===== config.mk =====
export PLATFORM = sky130hd
export DESIGN_NAME = dmem_port_arbiter
export DESIGN_NICKNAME = d
export VERILOG_FILES = /design/src/rtl/dmem_port_arbiter.sv
export SDC_FILE = /design/constraint.sdc
export NUM_CORES = 1
export LEC_CHECK = 0
export ABC_CLOCK_PERIOD_IN_PS = 8400
export BUFFER_PORTS_ARGS = -buffer_cell sky130_fd_sc_hd__buf_2
export CORE_AREA = 2 2 118 120
export DETAILED_ROUTE_END_ITERATION = 16
export DIE_AREA = 0 0 120 122
export HOLD_SLACK_MARGIN = 0.05
export PLACE_DENSITY = 0.85
export SLEW_MARGIN = 20
export SYNTH_ARGS = -nofsm -noshare
export SYNTH_HDL_FRONTEND = slang
export SYNTH_SLANG_ARGS = --single-unit

===== constraint.sdc =====
create_clock -name clock -period 8.4 [get_ports clock]
set_input_delay 0.84 -clock clock [delete_from_list [all_inputs] [get_ports clock]]
set_output_delay 0.84 -clock clock [all_outputs]
set_load 0.01 [all_outputs]

===== src/rtl/dmem_port_arbiter.sv =====
// rtl/dmem_port_arbiter.sv - two-port round-robin arbiter in front of a single-ported data memory
module dmem_port_arbiter #(
  parameter int ADDR_W      = 32,
  parameter int DATA_W      = 32,
  parameter int MEM_LATENCY = 1
) (
  input  logic              clock,
  input  logic              reset,
  input  logic              p0_valid,
  input  logic              p0_write,
  input  logic [ADDR_W-1:0] p0_addr,
  input  logic [DATA_W-1:0] p0_wdata,
  output logic              p0_ready,
  output logic              p0_rvalid,
  output logic [DATA_W-1:0] p0_rdata,
  input  logic              p1_valid,
  input  logic              p1_write,
  input  logic [ADDR_W-1:0] p1_addr,
  input  logic [DATA_W-1:0] p1_wdata,
  output logic              p1_ready,
  output logic              p1_rvalid,
  output logic [DATA_W-1:0] p1_rdata,
  output logic [6:0]        mem_op,
  output logic [ADDR_W-1:0] mem_addr,
  output logic [DATA_W-1:0] mem_wdata,
  input  logic [DATA_W-1:0] mem_rdata,
  output logic              busy
);

  localparam logic [6:0] OP_LW = 7'b0000011;
  localparam logic [6:0] OP_SW = 7'b0100011;
  localparam int CNT_W = (MEM_LATENCY > 1) ? $clog2(MEM_LATENCY) : 1;

  typedef enum logic [1:0] {IDLE, ACCESS, DONE} state_t;

  state_t              state, state_next;
  logic                rr_last;
  logic                cur_id;
  logic                cur_write;
  logic [ADDR_W-1:0]   cur_addr;
  logic [DATA_W-1:0]   cur_wdata;
  logic [DATA_W-1:0]   rdata_q;
  logic [CNT_W-1:0]    cnt;
  logic                grant_any;
  logic                grant_id;
  logic                accept;

  // Both ports always see the last captured load data; rvalid says whose it is.
  assign p0_rdata = rdata_q;
  assign p1_rdata = rdata_q;

  // Round-robin pick: a lone requester wins, a tie goes to the port not served last.
  // Ready is masked during reset so every output reads zero while reset is held.
  always_comb begin
    grant_any = p0_valid | p1_valid;
    grant_id  = (p0_valid && p1_valid) ? ~rr_last : p1_valid;
    accept    = (state == IDLE) && grant_any && !reset;
  end

  // Next-state and memory-port decode; a store only asserts SW in its final cycle.
  always_comb begin
    state_next = state;
    p0_ready   = 1'b0;
    p1_ready   = 1'b0;
    p0_rvalid  = 1'b0;
    p1_rvalid  = 1'b0;
    mem_op     = 7'b0;
    mem_addr   = '0;
    mem_wdata  = '0;
    busy       = 1'b0;
    case (state)
      IDLE: begin
        p0_ready = accept & ~grant_id;
        p1_ready = accept & grant_id;
        if (accept) state_next = ACCESS;
      end
      ACCESS: begin
        busy      = 1'b1;
        mem_addr  = cur_addr;
        mem_wdata = cur_wdata;
        if (cur_write) mem_op = (cnt == '0) ? OP_SW : 7'b0;
        else           mem_op = OP_LW;
        if (cnt == '0) state_next = DONE;
      end
      DONE: begin
        busy       = 1'b1;
        p0_rvalid  = ~cur_id;
        p1_rvalid  = cur_id;
        state_next = IDLE;
      end
      default: state_next = IDLE;
    endcase
  end

  // State register; reset abandons any in-flight access immediately.
  always_ff @(posedge clock or posedge reset) begin
    if (reset) state <= IDLE;
    else       state <= state_next;
  end

  // Request latch, latency counter and load-data capture.
  always_ff @(posedge clock or posedge reset) begin
    if (reset) begin
      rr_last   <= 1'b1;
      cur_id    <= 1'b0;
      cur_write <= 1'b0;
      cur_addr  <= '0;
      cur_wdata <= '0;
      cnt       <= '0;
      rdata_q   <= '0;
    end else if (accept) begin
      rr_last   <= grant_id;
      cur_id    <= grant_id;
      cur_write <= grant_id ? p1_write : p0_write;
      cur_addr  <= grant_id ? p1_addr : p0_addr;
      cur_wdata <= grant_id ? p1_wdata : p0_wdata;
      cnt       <= CNT_W'(MEM_LATENCY - 1);
    end else if (state == ACCESS) begin
      if (cnt == '0) begin
        if (!cur_write) rdata_q <= mem_rdata;
      end else begin
        cnt <= cnt - 1'b1;
      end
    end
  end

endmodule


# == After elaboration in Yosys (flattened, before gate mapping) ==
# Cells that the tools add are included.
# Widths: inputs -> output; s select.
# classes
n_addsub,1
n_eq_ne,4
muxes,20
bitwise_logic,9
n_reduce_logical,9
# op_table
op,n
$mux 32,4
$mux 6,3
$mux 1,10
$not 1->1,6
$mux 2,2
$ne 2x2->1 const B,2
$pmux 2 s2,1
$reduce_and 4->1,1
$logic_and 1x1->1,3
$and 1x1->1,2
$eq 2x1->1 const B,1
$eq 2x2->1 const B,1
$logic_not 2->1,1
$reduce_and 2->1,1
$reduce_bool 2->1,1
$reduce_or 2->1,1
$logic_not 1->1,1
$or 1x1->1,1
$sub 1x1->1 const B,1
# word_totals
ff_bits,102
input_bits,166
out_inout_bits,140
elab_cells,51

# == Longest topological paths before layout ==
# Gate-level depths: netlist of the first run.
# logic_depth
depth_word,5
ltp_mapped,7
ltp_nobuf,5

# == Worst setup path before layout of the first run ==
# OpenSTA, ideal clock, no wires.
# synth_timing
path_kind,input -> output
start,input reset
end,output p1_ready
arrival_ns,1.613
required_time_ns,7.560
setup_slack_ns,5.947
cell_stages,3
n_path_buf,1
path_cell_list,nand2b_1 buf_4 nor3b_1
# synth_between
elab_chain_len,4
# synth_lines
item,line_no,rtl
from (decl),8,"input logic reset,"
$logic_not 1->1 (no source line),--,
$logic_and 1x1->1,57,accept = (state == IDLE) && grant_any && !reset;
$and 1x1->1,74,p1_ready = accept & grant_id;
$mux 1,71,case (state)
to (decl),20,"output logic p1_ready,"
# Every way passes these cells.

# == Worst setup path in the final report of the first run ==
# Ends and elaborated chain as after synthesis.

==> results of run 1 <==
[layer usage]
| metal | track usage, % | vias up | wire (um) |
|---|---|---|---|
| met5 | 0 | - | 0 |
| met4 | 6.471 | 0 | 325 |
| met3 | 4.354 | 22 | 1077 |
| met2 | 36.54 | 231 | 7920 |
| met1 | 23.97 | 2265 | 6223 |
| li1 | - | 2219 | - |
[registers in the layout, summed over array words and instances, names as in the netlist]
name / count
rr_last: 1
cur_addr: 32
cur_id: 1
cur_write: 1
p0_rdata: 32
state: 2
cur_wdata: 32
[cells in the final DEF (no fill, tap or decap)]
| master | instances |
|---|---|
| nor3_1 | 65 |
| ha_4 | 1 |
| nor3b_1 | 1 |
| dfrtp_1 | 100 |
| dfstp_2 | 1 |
| clkbuf_1 | 1 |
| nor2_1 | 1 |
| nor2b_1 | 2 |
| mux2_1 | 33 |
| and2_2 | 1 |
| clkbuf_16 | 9 |
| diode_2 | 1 |
| o21ai_4 | 2 |
| buf_4 | 6 |
| nand2_1 | 67 |
| clkinv_4 | 2 |
| nor2b_2 | 1 |
| inv_4 | 1 |
| buf_2 | 301 |
| a21o_1 | 2 |
| inv_1 | 2 |
| and2_1 | 66 |
| a221o_1 | 65 |
| nand2b_1 | 1 |
| and3_2 | 1 |
| bufinv_16 | 1 |
| o21ai_0 | 1 |
| nand2b_2 | 1 |
| ha_1 | 2 |
| clkinvlp_4 | 2 |
| inv_6 | 1 |
| conb_1 | 4 |
[area by class of cell]
| class | count | share of cell area [%] |
|---|---|---|
| Timing Repair Buffer | 307 | 22.77 |
| Clock inverter | 6 | 1.047 |
| Multi-Input combinational cell | 317 | 32.17 |
| Sequential cell | 101 | 37.11 |
| Clock buffer | 10 | 3.360 |
| Inverter | 3 | 0.2020 |
| Tap cell | 180 | 3.305 |
| Antenna cell | 1 | 0.03672 |
[power by group through the flow]
stage | sequential, uW | combinational, uW | clock, uW
6_report | 874 | 1020 | 418
5_1_grt | 901 | 1100 | 450
4_1_cts | 875 | 1030 | 430
3_5_place_dp | 879 | 1030 | 0
3_3_place_gp | 873 | 1000 | 0
2_1_floorplan | 873 | 726 | 0
[kinds of logic after synthesis]
logic type,Yosys count
flops,101
compound gates,70
mux,33
other cells,1
simple gates,207
buf+inv,87
fa+ha+maj,3
[metrics by stage]
step	hold slack [ns]	cell area (sq um)	setup slack (ns)
global route	0.5194	6812	5.052
detailed placement	0.4918	6501	5.186
global placement	0.4874	6501	5.210
CTS	0.5096	6802	5.185
floorplan	0.4649	5245	4.915
finish	0.5056	6814	5.222
[worst register-to-register path, stage by stage, from the launching register on]
cell and delay [ns]:
dfrtp_1 0.43, inv_1 0.10, ha_1 0.22, nand2b_2 0.28, o21ai_4 0.90, mux2_1 0.41
[final timing paths]
path	startpoint	slack, ns	end	cells past startpoint
max in group asynchronous	reset	6.64	cur_wdata[18]$_DFFE_PP0P_	3
min in group asynchronous	reset	0.60	cur_addr[12]$_DFFE_PP0P_	2
hold reg to reg	cur_addr[2]$_DFFE_PP0P_	0.51	cur_addr[2]$_DFFE_PP0P_	1
hold / removal	cur_addr[2]$_DFFE_PP0P_	0.51	cur_addr[2]$_DFFE_PP0P_	1
setup reg to reg	state[0]$_DFFE_PP0P_	5.95	p0_rdata[30]$_DFFE_PP0P_	5
setup / recovery	reset	5.22	p1_ready	5
==> tab_implementation.tex, run 1 <==
\begin{tabular}{lr}
\hline
Metric & Value \\
\hline
\multicolumn{2}{l}{\textbf{Status}} \\
\quad Result of the run & finished, final reports clean \\
\multicolumn{2}{l}{\textbf{Yosys}} \\
\quad Number of distinct library cell variants in the gate-level netlist after synthesis & 23 \\
\quad Share of the synthesized area in compound gates (AO/OA/AOI/OAI) & 13.15\% \\
\quad Combined area of all synthesized cells & 0.005234 sq mm \\
\quad Proportion of synthesized area in mux cells & under 10\% \\
\quad Dominant cell type by area after synthesis & dfrtp\_1 \\
\quad Main combinational cell family by area after synthesis & simple AND/OR/NAND/NOR gates \\
\quad Most frequently used flop master after synthesis & dfrtp\_1 \\
\quad Most repeated cell in the gate-level netlist after synthesis & dfrtp\_1 \\
\quad Xor/xnor cell area share of the yosys netlist & 0\% \\
\quad Count of flip-flops with a built-in enable after synthesis & 0 \\
\quad Warnings, synthesis & 0 \\
\quad List of most frequent post-synthesis cells & dfrtp\_1 (100), and2\_1 (67), nand2\_1 (67) \\
\quad Yosys reg bits & around 100 \\
\quad Post-synthesis sequential area ratio & slightly below 50\% \\
\quad Area share of the largest cell type after synthesis & 47.81\% \\
\quad Mapped Cells & 502 \\
\quad Share of synthesized cell area in and, or, nand and nor gates & 20.01\% \\
\quad Leading post-synthesis cells by cell area & dfrtp\_1 (48\%), a221o\_1 (12\%), and2\_1 (8.0\%), mux2\_1 (7.1\%), nor3\_1 (6.2\%) \\
\quad Async set or reset register ratio after synthesis & 100.0\% \\
\quad Post-synthesis adder-cell area fraction & 0.7172\% \\
\quad Average cell area after synthesis & 10.43 sq um \\
\multicolumn{2}{l}{\textbf{Drt}} \\
\quad First-iteration detailed-routing DRC count & 233 \\
\quad Wire length per cell & 16.81 um \\
\quad Drt total wl & 15.55 mm \\
\quad Overall via count from detail\_route & roughly 4,700 \\
\quad Number of nets with antenna violations after detailed routing & 0 \\
\quad Number of DRC violations after detailed routing & 0 \\
\quad Number of detailed-route iterations in the first pass & 5 \\
\quad Vias/cell & 5.121 \\
\multicolumn{2}{l}{\textbf{Cells and area}} \\
\quad Core Util, Final & 50.46\% \\
\quad Synthesis-to-layout area growth & 30.19\% \\
\quad Final net count & 908 \\
\quad Footprint of the multi-input gates & about 0.0022 sq mm \\
\quad Storage element area & 0.002529 sq mm \\
\quad Fraction of layout cells with a size suffix above 1 & 44.49\% \\
\quad Number of fillers in the final layout & 1,267 \\
\quad Final Instance Count excl. Fillers & 925 \\
\multicolumn{2}{l}{\textbf{Power and ir drop}} \\
\quad Cell area power density & 338.9 mW/mm\^{}2 \\
\quad Internal power component & 1435 uW \\
\quad Part of the total power dissipated in combinational logic & 44.0\% \\
\quad Worst IR Drop VDD & 0.0001195 V \\
\quad Leakage component of the power & 0.003512 uW \\
\quad Switching part of the total & 37.84\% \\
\quad Psw & 873.7 uW \\
\quad Sequential Power Share & 37.9\% \\
\quad Final Total Pwr & 2309 uW \\
\quad Part of the power in the clock network & 18.1\% \\
\multicolumn{2}{l}{\textbf{STA}} \\
\quad RSZ-0062 raised after global routing & no \\
\quad Clk\_skew & 0.009181 ns \\
\quad Tcrit/Tclk final & 37.84\% \\
\quad Worst-case headroom to the max-slew limit & 31.93\% \\
\quad Maximum operating frequency & between 300 and 400 MHz \\
\quad Final hold violation count & 0 \\
\quad Final setup violation count & 0 \\
\quad Sum of negative setup slack & 0 ns \\
\quad Post-route minimum period & between 3 and 4 ns \\
\quad Max-slew violation count & 0 \\
\quad Worst-Margin Slew & 1.017 ns \\
\multicolumn{2}{l}{\textbf{Floorplan}} \\
\quad Effective utilization at floorplan & 38.76\% \\
\quad Die X & 120 um \\
\quad Num ports & approximately 310 \\
\quad Full die area & between 0.01 and 0.015 sq mm \\
\quad Core box area & 0.01350 sq mm \\
\quad Vertical extent of the die & between 100 and 150 um \\
\quad Number of placement rows & 43 \\
\multicolumn{2}{l}{\textbf{Critical path}} \\
\quad Arrival time at the worst endpoint & 2.34 ns \\
\quad Critical setup path kind & input port to primary output \\
\quad Largest delay contributor family on the critical path & buffers and inverters \\
\quad Critical path startpoint category & input port \\
\quad Worst Path Max Fanout & 49 \\
\quad Worst Path Required & 7.56 ns \\
\quad Cell breakdown of the critical path & buf\_2, nand2b\_2, buf\_4, nor3b\_1, buf\_2 \\
\quad Most Frequent Cell on Critical Path & buf\_2 \\
\quad Buffers plus inverters on the worst setup path & 3 \\
\quad CP max stage delay & 0.40 ns \\
\quad Crit-path slowest cell & buf\_4 \\
\quad Crit path capture type & primary output \\
\multicolumn{2}{l}{\textbf{Global routing}} \\
\quad Pin count of the biggest net entering global routing & 70 \\
\quad Initial antenna violation count & 0 \\
\quad Via count of the first global-routing pass & 4,510 \\
\quad Global-route congestion overflow total & 0 \\
\quad First-pass GRT wire length & 23.19 mm \\
\quad Overall track demand over capacity in global routing & slightly above 20\% \\
\multicolumn{2}{l}{\textbf{CTS}} \\
\quad Post-CTS Setup Bufs & 0 \\
\quad Post-cts sizing count & 0 \\
\quad Clk slew on worst S/H paths & 0.07 ns \\
\quad Clock tree buffer depth & 2 \\
\quad Depth of the CTS H-tree & 3 \\
\quad Count of hold-fix buffers inserted at cts & 0 \\
\quad Clk\_lat worst skew & 0.34 ns \\
\quad TritonCTS clock tree & done \\
\quad Num Clock Sinks & 101 \\
\quad Root cell of the clock tree & clkbuf\_16 \\
\quad Clock buffer count from CTS & 9 \\
\multicolumn{2}{l}{\textbf{Place}} \\
\quad DP Wirelength & between 10 and 15 mm \\
\quad Inst Count DP & 908 \\
\quad Buffers on Ports & 301 \\
\quad GP Congestion & 0.8036 \\
\multicolumn{2}{l}{\textbf{Flow run}} \\
\quad Count of max-cap constraint violations & 0 \\
\multicolumn{2}{l}{\textbf{Hold path}} \\
\quad Tightest Hold Check Type & flop to flop \\
\hline
\end{tabular}
No activity file was read; power rests on OpenSTA's default activity.
==> run 2: changes to the inputs <==
==> config.mk (replaced) <==
export PLATFORM = sky130hd
export DESIGN_NAME = dmem_port_arbiter
export DESIGN_NICKNAME = d
export VERILOG_FILES = /design/src/rtl/dmem_port_arbiter.sv
export SDC_FILE = /design/constraint.sdc
export NUM_CORES = 1
export LEC_CHECK = 0
export ABC_CLOCK_PERIOD_IN_PS = 3000
export BUFFER_PORTS_ARGS = -buffer_cell sky130_fd_sc_hd__buf_2
export CORE_AREA = 2 2 119 121
export DETAILED_ROUTE_END_ITERATION = 16
export DIE_AREA = 0 0 121 123
export HOLD_SLACK_MARGIN = 0.05
export PLACE_DENSITY = 0.84
export SLEW_MARGIN = 20
export SYNTH_ARGS = -nofsm -noshare
export SYNTH_HDL_FRONTEND = slang
export SYNTH_SLANG_ARGS = --single-unit
==> constraint.sdc (replaced) <==
create_clock -name clock -period 3 [get_ports clock]
set_input_delay 0.3 -clock clock [delete_from_list [all_inputs] [get_ports clock]]
set_output_delay 0.3 -clock clock [all_outputs]
set_load 0.01 [all_outputs]
==> tab_implementation.tex, run 2 (same netlist as run 1, synthesis figures left out) <==
\begin{tabular}{lr}
\hline
Metric & Value \\
\hline
\multicolumn{2}{l}{\textbf{Status}} \\
\quad Result of the run & finished, final reports clean \\
\multicolumn{2}{l}{\textbf{Cells and area}} \\
\quad Synthesis-to-layout area growth & 31.17\% \\
\quad Number of antenna diodes & 0 (-1) \\
\quad Final Instance Count excl. Fillers & 927 (+0.22\%) \\
\quad Most common library cell in the layout ignoring fill and taps & buf\_2 \\
\quad Commonest cells after routing, fill and taps aside & buf\_2 (301), dfrtp\_1 (100), nand2\_1 (67) \\
\quad Final net count & 912 (+0.44\%) \\
\quad Number of fillers in the final layout & 1,245 (-1.7\%) \\
\quad Core Util, Final & 50.44\% (about the same) \\
\quad Fraction of layout cells with a size suffix above 1 & 44.85\% (+0.36 points) \\
\multicolumn{2}{l}{\textbf{Critical path}} \\
\quad CP max stage delay & 0.47 ns (+0.07 ns) \\
\quad Crit-path slowest cell & ha\_2 \\
\quad Worst Path Required & 2.70 ns (-4.86 ns) \\
\quad Cell breakdown of the critical path & inv\_1, ha\_2, buf\_4, and2\_1, buf\_2 \\
\quad Crit path capture type & primary output \\
\quad Critical setup path kind & flop to primary output \\
\quad Critical path startpoint category & flop \\
\quad Arrival time at the worst endpoint & 2.07 ns (-0.27 ns) \\
\quad Worst Path Max Fanout & 40 (-18\%) \\
\multicolumn{2}{l}{\textbf{Flow run}} \\
\quad Count of max-cap constraint violations & 0 (unchanged) \\
\multicolumn{2}{l}{\textbf{STA}} \\
\quad Sum of negative setup slack & 0 ns (unchanged) \\
\quad Maximum operating frequency & 421.1 MHz \\
\quad Worst-Margin Slew & 1.003 ns (-0.01439 ns) \\
\quad Final hold violation count & 0 (unchanged) \\
\quad Max-slew violation count & 0 (unchanged) \\
\quad Worst Slack Setup Final & 0.6254 ns (-4.596 ns) \\
\quad RSZ-0062 raised after global routing & no \\
\quad Clk\_skew & 0.01061 ns (+0.001431 ns) \\
\quad Tcrit/Tclk final & 79.15\% \\
\quad Final setup violation count & 0 (unchanged) \\
\quad Worst-case headroom to the max-slew limit & 32.89\% (+0.96 points) \\
\quad Post-route minimum period & 2.375 ns \\
\multicolumn{2}{l}{\textbf{Global routing}} \\
\quad Via count of the first global-routing pass & 4,463 (-1.0\%) \\
\quad Pin count of the biggest net entering global routing & 57 (-19\%) \\
\quad First-pass GRT wire length & 22.54 mm (-2.8\%) \\
\quad Global-route congestion overflow total & 0 (unchanged) \\
\quad Overall track demand over capacity in global routing & 19.49\% (-0.74 points) \\
\quad Initial antenna violation count & 0 (unchanged) \\
\multicolumn{2}{l}{\textbf{Place}} \\
\quad DP Wirelength & 11.04 mm (-0.51\%) \\
\quad Inst Count DP & 912 (+0.44\%) \\
\quad Worst slack at placement & 0.8985 ns (-4.287 ns) \\
\quad Buffers on Ports & 301 (unchanged) \\
\quad GP Congestion & 0.8148 (+1.4\%) \\
\multicolumn{2}{l}{\textbf{Drt}} \\
\quad First-iteration detailed-routing DRC count & 223 (-4.3\%) \\
\quad Drt total wl & 14.85 mm (-4.5\%) \\
\quad Met3 wire length & 1.137 mm (+5.6\%) \\
\quad Highest routed layer & met4 \\
\quad Vias/cell & 5.058 (-1.2\%) \\
\quad M1 wire length & 5.907 mm (-5.1\%) \\
\quad Number of DRC violations after detailed routing & 0 (unchanged) \\
\quad Wire length per cell & 16.02 um (-4.7\%) \\
\quad Number of detailed-route iterations in the first pass & 5 (unchanged) \\
\quad Overall via count from detail\_route & 4,689 (-1.0\%) \\
\quad Met2 wirelength from detailed routing & 7.511 mm (-5.2\%) \\
\quad Number of nets with antenna violations after detailed routing & 0 (unchanged) \\
\multicolumn{2}{l}{\textbf{Floorplan}} \\
\quad Num ports & 306 (unchanged) \\
\quad Effective utilization at floorplan & 38.45\% (-0.31 points) \\
\quad Number of placement rows & 43 (unchanged) \\
\quad Core box area & 0.01361 sq mm (+0.80\%) \\
\quad Die X & 121 um (+0.83\%) \\
\quad Full die area & 0.01488 sq mm (+1.7\%) \\
\quad Vertical extent of the die & 123 um (+0.82\%) \\
\multicolumn{2}{l}{\textbf{CTS}} \\
\quad TritonCTS clock tree & done \\
\quad Clk slew on worst S/H paths & 0.07 ns (about the same) \\
\quad Clock tree buffer depth & 2 (unchanged) \\
\quad Depth of the CTS H-tree & 3 (unchanged) \\
\quad Root cell of the clock tree & clkbuf\_16 \\
\quad Post-CTS Setup Bufs & 0 (unchanged) \\
\quad Clock buffer count from CTS & 9 (unchanged) \\
\quad Clk\_lat worst skew & 0.34 ns (about the same) \\
\quad Num Clock Sinks & 101 (unchanged) \\
\quad Count of hold-fix buffers inserted at cts & 0 (unchanged) \\
\quad Post-cts sizing count & 0 (unchanged) \\
\multicolumn{2}{l}{\textbf{Hold path}} \\
\quad Tightest Hold Check Type & input port to asynchronous set/reset pin \\
\multicolumn{2}{l}{\textbf{Power and ir drop}} \\
\quad Cell area power density & 939.7 mW/mm\^{}2 (+180\%) \\
\quad Worst IR Drop VDD & 0.0003763 V (+210\%) \\
\quad Leakage component of the power & 0.003540 uW (+0.79\%) \\
\hline
\end{tabular}
[run 2: cell count changes in the layout (fill, tap and decap cells not counted)]
cell      previous run  this run
buf_4                6         7
ha_4                 1         0
clkbuf_1             1         0
buf_12               0         3
ha_2                 0         1
diode_2              1         0
inv_6                1         3
clkinv_4             2         0
[run 2: through the flow]
step | hold WS, ns | area (sq um) | total power, uW
4_1_cts | 0.05802 | 6865 | 6539
5_1_grt | 0.09140 | 6865 | 6896
2_1_floorplan | 0.4317 | 5245 | 4476
6_report | 0.04924 | 6865 | 6451
3_5_place_dp | 0.4385 | 6569 | 5356
3_3_place_gp | 0.4301 | 6569 | 5257
[run 2: worst paths after layout]
path                       slack [ns]  cells past startpoint                 start                  endpoint
hold / removal                   0.05                      2                 reset   cur_addr[3]$_DFFE_PP0P_
setup / recovery                 0.63                      5  state[1]$_DFFE_PP0P_               mem_addr[9]
hold reg to reg                  0.50                      1    cur_id$_DFFE_PP0P_        cur_id$_DFFE_PP0P_
min in group clock               0.16                      2          mem_rdata[2]   p0_rdata[2]$_DFFE_PP0P_
setup reg to reg                 0.93                      6  state[0]$_DFFE_PP0P_  cur_addr[19]$_DFFE_PP0P_
max in group asynchronous        2.23                      3                 reset       rr_last$_DFFE_PP1P_
[run 2: layout make-up]
type                    instances  area, sq um  area share [%]
clock buffers                   9        225.2           3.280
clock inverters                 6        71.32           1.039
inverters                       3        13.76          0.2005
multi-input cells             317         2182           31.78
flip-flops and latches        101         2529           36.83
well taps                     180        225.2           3.280
repair buffers                311         1619           23.58
[run 2: routing by layer]
metal  vias to the layer above  GRT usage, %
li1                       2220             -
met1                      2225         22.42
met2                       225         35.53
met3                        19         4.290
met4                         0         7.049
met5                         -             0
[run 2: power breakdown]
group          internal (uW)  total [uW]  switching, uW
clock                    651        1160            512
combinational           1360        2850           1490
sequential              2030        2430            406
[run 2: worst max-delay path: cells and delay by family, from the launching register on]
| kind | cells | cell delay (ns) |
|---|---|---|
| fa+ha+maj | 1 | 0.47 |
| buf+inv | 3 | 0.65 |
| simple gates | 1 | 0.21 |
| flops | 1 | 0.39 |
==> run 3: changes to the inputs <==
==> config.mk (replaced) <==
export PLATFORM = sky130hd
export DESIGN_NAME = dmem_port_arbiter
export DESIGN_NICKNAME = d
export VERILOG_FILES = /design/src/rtl/dmem_port_arbiter.sv
export SDC_FILE = /design/constraint.sdc
export NUM_CORES = 1
export LEC_CHECK = 0
export ABC_AREA = 1
export ABC_CLOCK_PERIOD_IN_PS = 1900
export BUFFER_PORTS_ARGS = -buffer_cell sky130_fd_sc_hd__buf_2
export CORE_ASPECT_RATIO = 1.5
export CORE_MARGIN = 2
export CORE_UTILIZATION = 41
export DETAILED_ROUTE_END_ITERATION = 16
export HOLD_SLACK_MARGIN = 0.05
export PLACE_DENSITY = 0.89
export SLEW_MARGIN = 20
export SYNTH_ARGS = -nofsm -noshare
export SYNTH_HDL_FRONTEND = slang
export SYNTH_SLANG_ARGS = --single-unit
==> constraint.sdc (replaced) <==
create_clock -name clock -period 1.9 [get_ports clock]
set_input_delay 0.19 -clock clock [delete_from_list [all_inputs] [get_ports clock]]
set_output_delay 0.19 -clock clock [all_outputs]
set_load 0.01 [all_outputs]
==> tab_implementation.tex, run 3 <==
\begin{tabular}{lr}
\hline
Metric & Value \\
\hline
\multicolumn{2}{l}{\textbf{Yosys}} \\
\quad Most repeated cell in the gate-level netlist after synthesis & nand2\_1 \\
\quad Count of flip-flops with a built-in enable after synthesis & 0 (unchanged) \\
\quad Proportion of synthesized area in mux cells & 0\% (-7.1 points) \\
\quad Yosys reg bits & 101 (unchanged) \\
\quad Async set or reset register ratio after synthesis & 100.0\% (unchanged) \\
\quad Share of synthesized cell area in and, or, nand and nor gates & 39.86\% (+20 points) \\
\quad List of most frequent post-synthesis cells & nand2\_1 (466), dfrtp\_1 (100), nand3\_1 (98) \\
\quad Warnings, synthesis & 0 (unchanged) \\
\quad Leading post-synthesis cells by cell area & dfrtp\_1 (44\%), nand2\_1 (31\%), nand3\_1 (8.6\%), buf\_4 (6.3\%), inv\_1 (4.9\%) \\
\quad Post-synthesis adder-cell area fraction & 0.6611\% (-0.056 points) \\
\quad Dominant cell type by area after synthesis & dfrtp\_1 \\
\quad Share of the synthesized area in compound gates (AO/OA/AOI/OAI) & 0.1763\% (-13 points) \\
\quad Xor/xnor cell area share of the yosys netlist & 0\% (unchanged) \\
\quad Most frequently used flop master after synthesis & dfrtp\_1 \\
\quad Post-synthesis sequential area ratio & 44.54\% (-3.8 points) \\
\quad Area share of the largest cell type after synthesis & 44.07\% (-3.7 points) \\
\quad Mapped Cells & 842 (+68\%) \\
\quad Number of distinct library cell variants in the gate-level netlist after synthesis & 17 (-26\%) \\
\quad Combined area of all synthesized cells & 0.005678 sq mm (+8.5\%) \\
\quad Average cell area after synthesis & 6.743 sq um (-35\%) \\
\quad Main combinational cell family by area after synthesis & simple AND/OR/NAND/NOR gates \\
\multicolumn{2}{l}{\textbf{Cells and area}} \\
\quad Most common library cell in the layout ignoring fill and taps & nand2\_1 \\
\quad Number of antenna diodes & 0 (unchanged) \\
\quad Final net count & 1,255 (+38\%) \\
\quad Final Instance Count excl. Fillers & 1,253 (+35\%) \\
\quad Commonest cells after routing, fill and taps aside & nand2\_1 (464), buf\_2 (301), dfrtp\_1 (100) \\
\quad Post-Layout Inst Area & 0.007396 sq mm (+7.7\%) \\
\quad Fraction of layout cells with a size suffix above 1 & 31.62\% (-13 points) \\
\quad Synthesis-to-layout area growth & 30.26\% \\
\multicolumn{2}{l}{\textbf{STA}} \\
\quad Final setup violation count & 0 (unchanged) \\
\quad Tcrit/Tclk final & roughly 99\% \\
\quad Post-route minimum period & 1.877 ns \\
\quad Worst-case headroom to the max-slew limit & 53.32\% (+20 points) \\
\quad Clk\_skew & 0.01181 ns (+0.001198 ns) \\
\quad Maximum operating frequency & 532.7 MHz \\
\quad Max-slew violation count & 0 (unchanged) \\
\quad Worst Slack Setup Final & 0.02278 ns (-0.6026 ns) \\
\quad RSZ-0062 raised after global routing & yes \\
\quad Final worst hold slack & 0.06563 ns (+0.01638 ns) \\
\quad Final hold violation count & 0 (unchanged) \\
\quad Worst-Margin Slew & 0.7001 ns (-0.3027 ns) \\
\multicolumn{2}{l}{\textbf{Critical path}} \\
\quad Setup slack on the worst flop-to-flop path & 0.15 ns (-0.78 ns) \\
\quad Worst Path Max Fanout & 27 (-33\%) \\
\quad Cell breakdown of the critical path & inv\_1, ha\_2, buf\_4, nand2\_1, inv\_1, buf\_2 \\
\quad Startpoint of the worst register-to-register path & state[0]\$\_DFFE\_PP0P\_ \\
\quad Critical path startpoint category & flop \\
\quad FF-to-FF path depth & 10 (+4) \\
\quad Capture point of the worst reg-to-reg path & cur\_addr[26]\$\_DFFE\_PP0P\_ \\
\quad Arrival time at the worst endpoint & 1.69 ns (-0.38 ns) \\
\quad Crit-path slowest cell & dfrtp\_1 \\
\quad Most Frequent Cell on Critical Path & inv\_1 \\
\quad CP max stage delay & 0.40 ns (-0.07 ns) \\
\quad Worst Path Required & 1.71 ns (-0.99 ns) \\
\quad Critical setup path kind & flop to primary output \\
\quad Crit path capture type & primary output \\
\multicolumn{2}{l}{\textbf{Global routing}} \\
\quad Global-route congestion overflow total & 0 (unchanged) \\
\quad Pin count of the biggest net entering global routing & 56 (-1.8\%) \\
\quad Via count of the first global-routing pass & 5,642 (+26\%) \\
\quad Initial antenna violation count & 0 (unchanged) \\
\quad Overall track demand over capacity in global routing & 22.60\% (+3.1 points) \\
\quad First-pass GRT wire length & 26.84 mm (+19\%) \\
\multicolumn{2}{l}{\textbf{Floorplan}} \\
\quad Die X & 100.1 um (-17\%) \\
\quad Full die area & 0.01483 sq mm (-0.39\%) \\
\quad Effective utilization at floorplan & 41.96\% (+3.5 points) \\
\quad Number of placement rows & 52 (+21\%) \\
\quad Num ports & 306 (unchanged) \\
\quad Vertical extent of the die & 148.1 um (+20\%) \\
\quad Core box area & 0.01353 sq mm (-0.58\%) \\
\multicolumn{2}{l}{\textbf{Drt}} \\
\quad Drt total wl & 17.02 mm (+15\%) \\
\quad Number of nets with antenna violations after detailed routing & 0 (unchanged) \\
\quad Number of DRC violations after detailed routing & 0 (unchanged) \\
\quad First-iteration detailed-routing DRC count & 255 (+14\%) \\
\quad Number of detailed-route iterations in the first pass & 5 (unchanged) \\
\quad Wire length per cell & 13.58 um (-15\%) \\
\quad Met3 wire length & 1.034 mm (-9.1\%) \\
\quad Overall via count from detail\_route & 6,009 (+28\%) \\
\quad M1 wire length & 6.423 mm (+8.7\%) \\
\quad Highest routed layer & met4 \\
\quad Vias/cell & 4.796 (-5.2\%) \\
\quad Met2 wirelength from detailed routing & 8.773 mm (+17\%) \\
\multicolumn{2}{l}{\textbf{CTS}} \\
\quad Depth of the CTS H-tree & 3 (unchanged) \\
\quad Num Clock Sinks & 101 (unchanged) \\
\quad Clk\_lat worst skew & 0.33 ns (about the same) \\
\quad Clock buffer count from CTS & 9 (unchanged) \\
\quad TritonCTS clock tree & done \\
\quad Clock tree buffer depth & 2 (unchanged) \\
\quad Clk slew on worst S/H paths & 0.07 ns (about the same) \\
\quad Root cell of the clock tree & clkbuf\_16 \\
\multicolumn{2}{l}{\textbf{Place}} \\
\quad Instance area at placement & 0.007061 sq mm (+7.5\%) \\
\quad DP Wirelength & 12.49 mm (+13\%) \\
\quad Worst slack at placement & 0.1622 ns (-0.7363 ns) \\
\quad GP Congestion & 0.8340 (+2.4\%) \\
\quad Inst Count DP & 1,234 (+35\%) \\
\quad Buffers on Ports & 301 (unchanged) \\
\multicolumn{2}{l}{\textbf{Power and ir drop}} \\
\quad Leakage component of the power & 0.005021 uW (+42\%) \\
\quad Final Total Pwr & 10,530 uW (+63\%) \\
\quad Cell area power density & 1423 mW/mm\^{}2 (+51\%) \\
\quad Worst IR Drop VDD & 0.0007022 V (+87\%) \\
\multicolumn{2}{l}{\textbf{Hold path}} \\
\quad Tightest Hold Check Type & input port to asynchronous set/reset pin \\
\multicolumn{2}{l}{\textbf{Flow run}} \\
\quad Count of max-cap constraint violations & 0 (unchanged) \\
\multicolumn{2}{l}{\textbf{Status}} \\
\quad Result of the run & finished, final reports clean \\
\hline
\end{tabular}
[run 3: power by group]
part / switching [uW] / internal, uW
Sequential: 635 / 3160
Clock: 789 / 1060
Combinational: 3010 / 1870
[run 3: logic make-up after synthesis]
| logic type | count (synthesis) |
|---|---|
| buf+inv | 166 |
| flops | 101 |
| simple gates | 569 |
| fa+ha+maj | 3 |
| other cells | 1 |
| compound gates | 2 |
[run 3: what timing repair did]
item | CTS | global route
buffers inserted | 2 | 0
gates cloned | 1 | 0
hold buffers | 0 | 0
pin swaps | 1 | 0
hold endpoints to repair | 0 | 0
setup endpoints to repair | 41 | 66
gates resized for setup | 2 | 1
[run 3: worst max-delay path by stage]
stage                                    end  slack, ns  depth (start not counted)                 start
finish                          mem_wdata[0]       0.02                          6  state[1]$_DFFE_PP0P_
global route                    mem_wdata[8]      -0.08                          6  state[1]$_DFFE_PP0P_
CTS                             mem_addr[16]       0.03                          6  state[1]$_DFFE_PP0P_
detailed placement  cur_addr[12]$_DFFE_PP0P_       0.16                          9  state[0]$_DFFE_PP0P_
global placement     cur_addr[8]$_DFFE_PP0P_       0.26                          9  state[0]$_DFFE_PP0P_
floorplan                           p0_ready       0.31                          8  state[0]$_DFFE_PP0P_
[run 3: layout make-up]
type	count	area [sq um]
Fill cell	1326	6137
Sequential cell	101	2529
Multi-Input combinational cell	579	2352
Timing Repair Buffer	319	1720
Inverter	76	289.0
Clock buffer	11	242.7
Tap cell	162	202.7
Clock inverter	5	60.06
[run 3: through the flow]
stage / setup TNS (ns) / util, %
floorplan: 0 / -
finish: 0 / 54.65
detailed placement: 0 / 52.17
CTS: 0 / 54.61
global route: -2.348 / 54.65
global placement: 0 / 52.17
[run 3: layer usage]
metal,global-route usage [%],vias up
met1,24.88,2713
li1,-,2965
met2,40.95,277
met3,3.947,54
met5,0,-
met4,11.85,0
[run 3: critical path: cells and delay by family, from the launching register on]
kind	cells	cell delay [ns]
fa+ha+maj	1	0.23
buf+inv	4	0.64
flops	1	0.40
simple gates	1	0.09
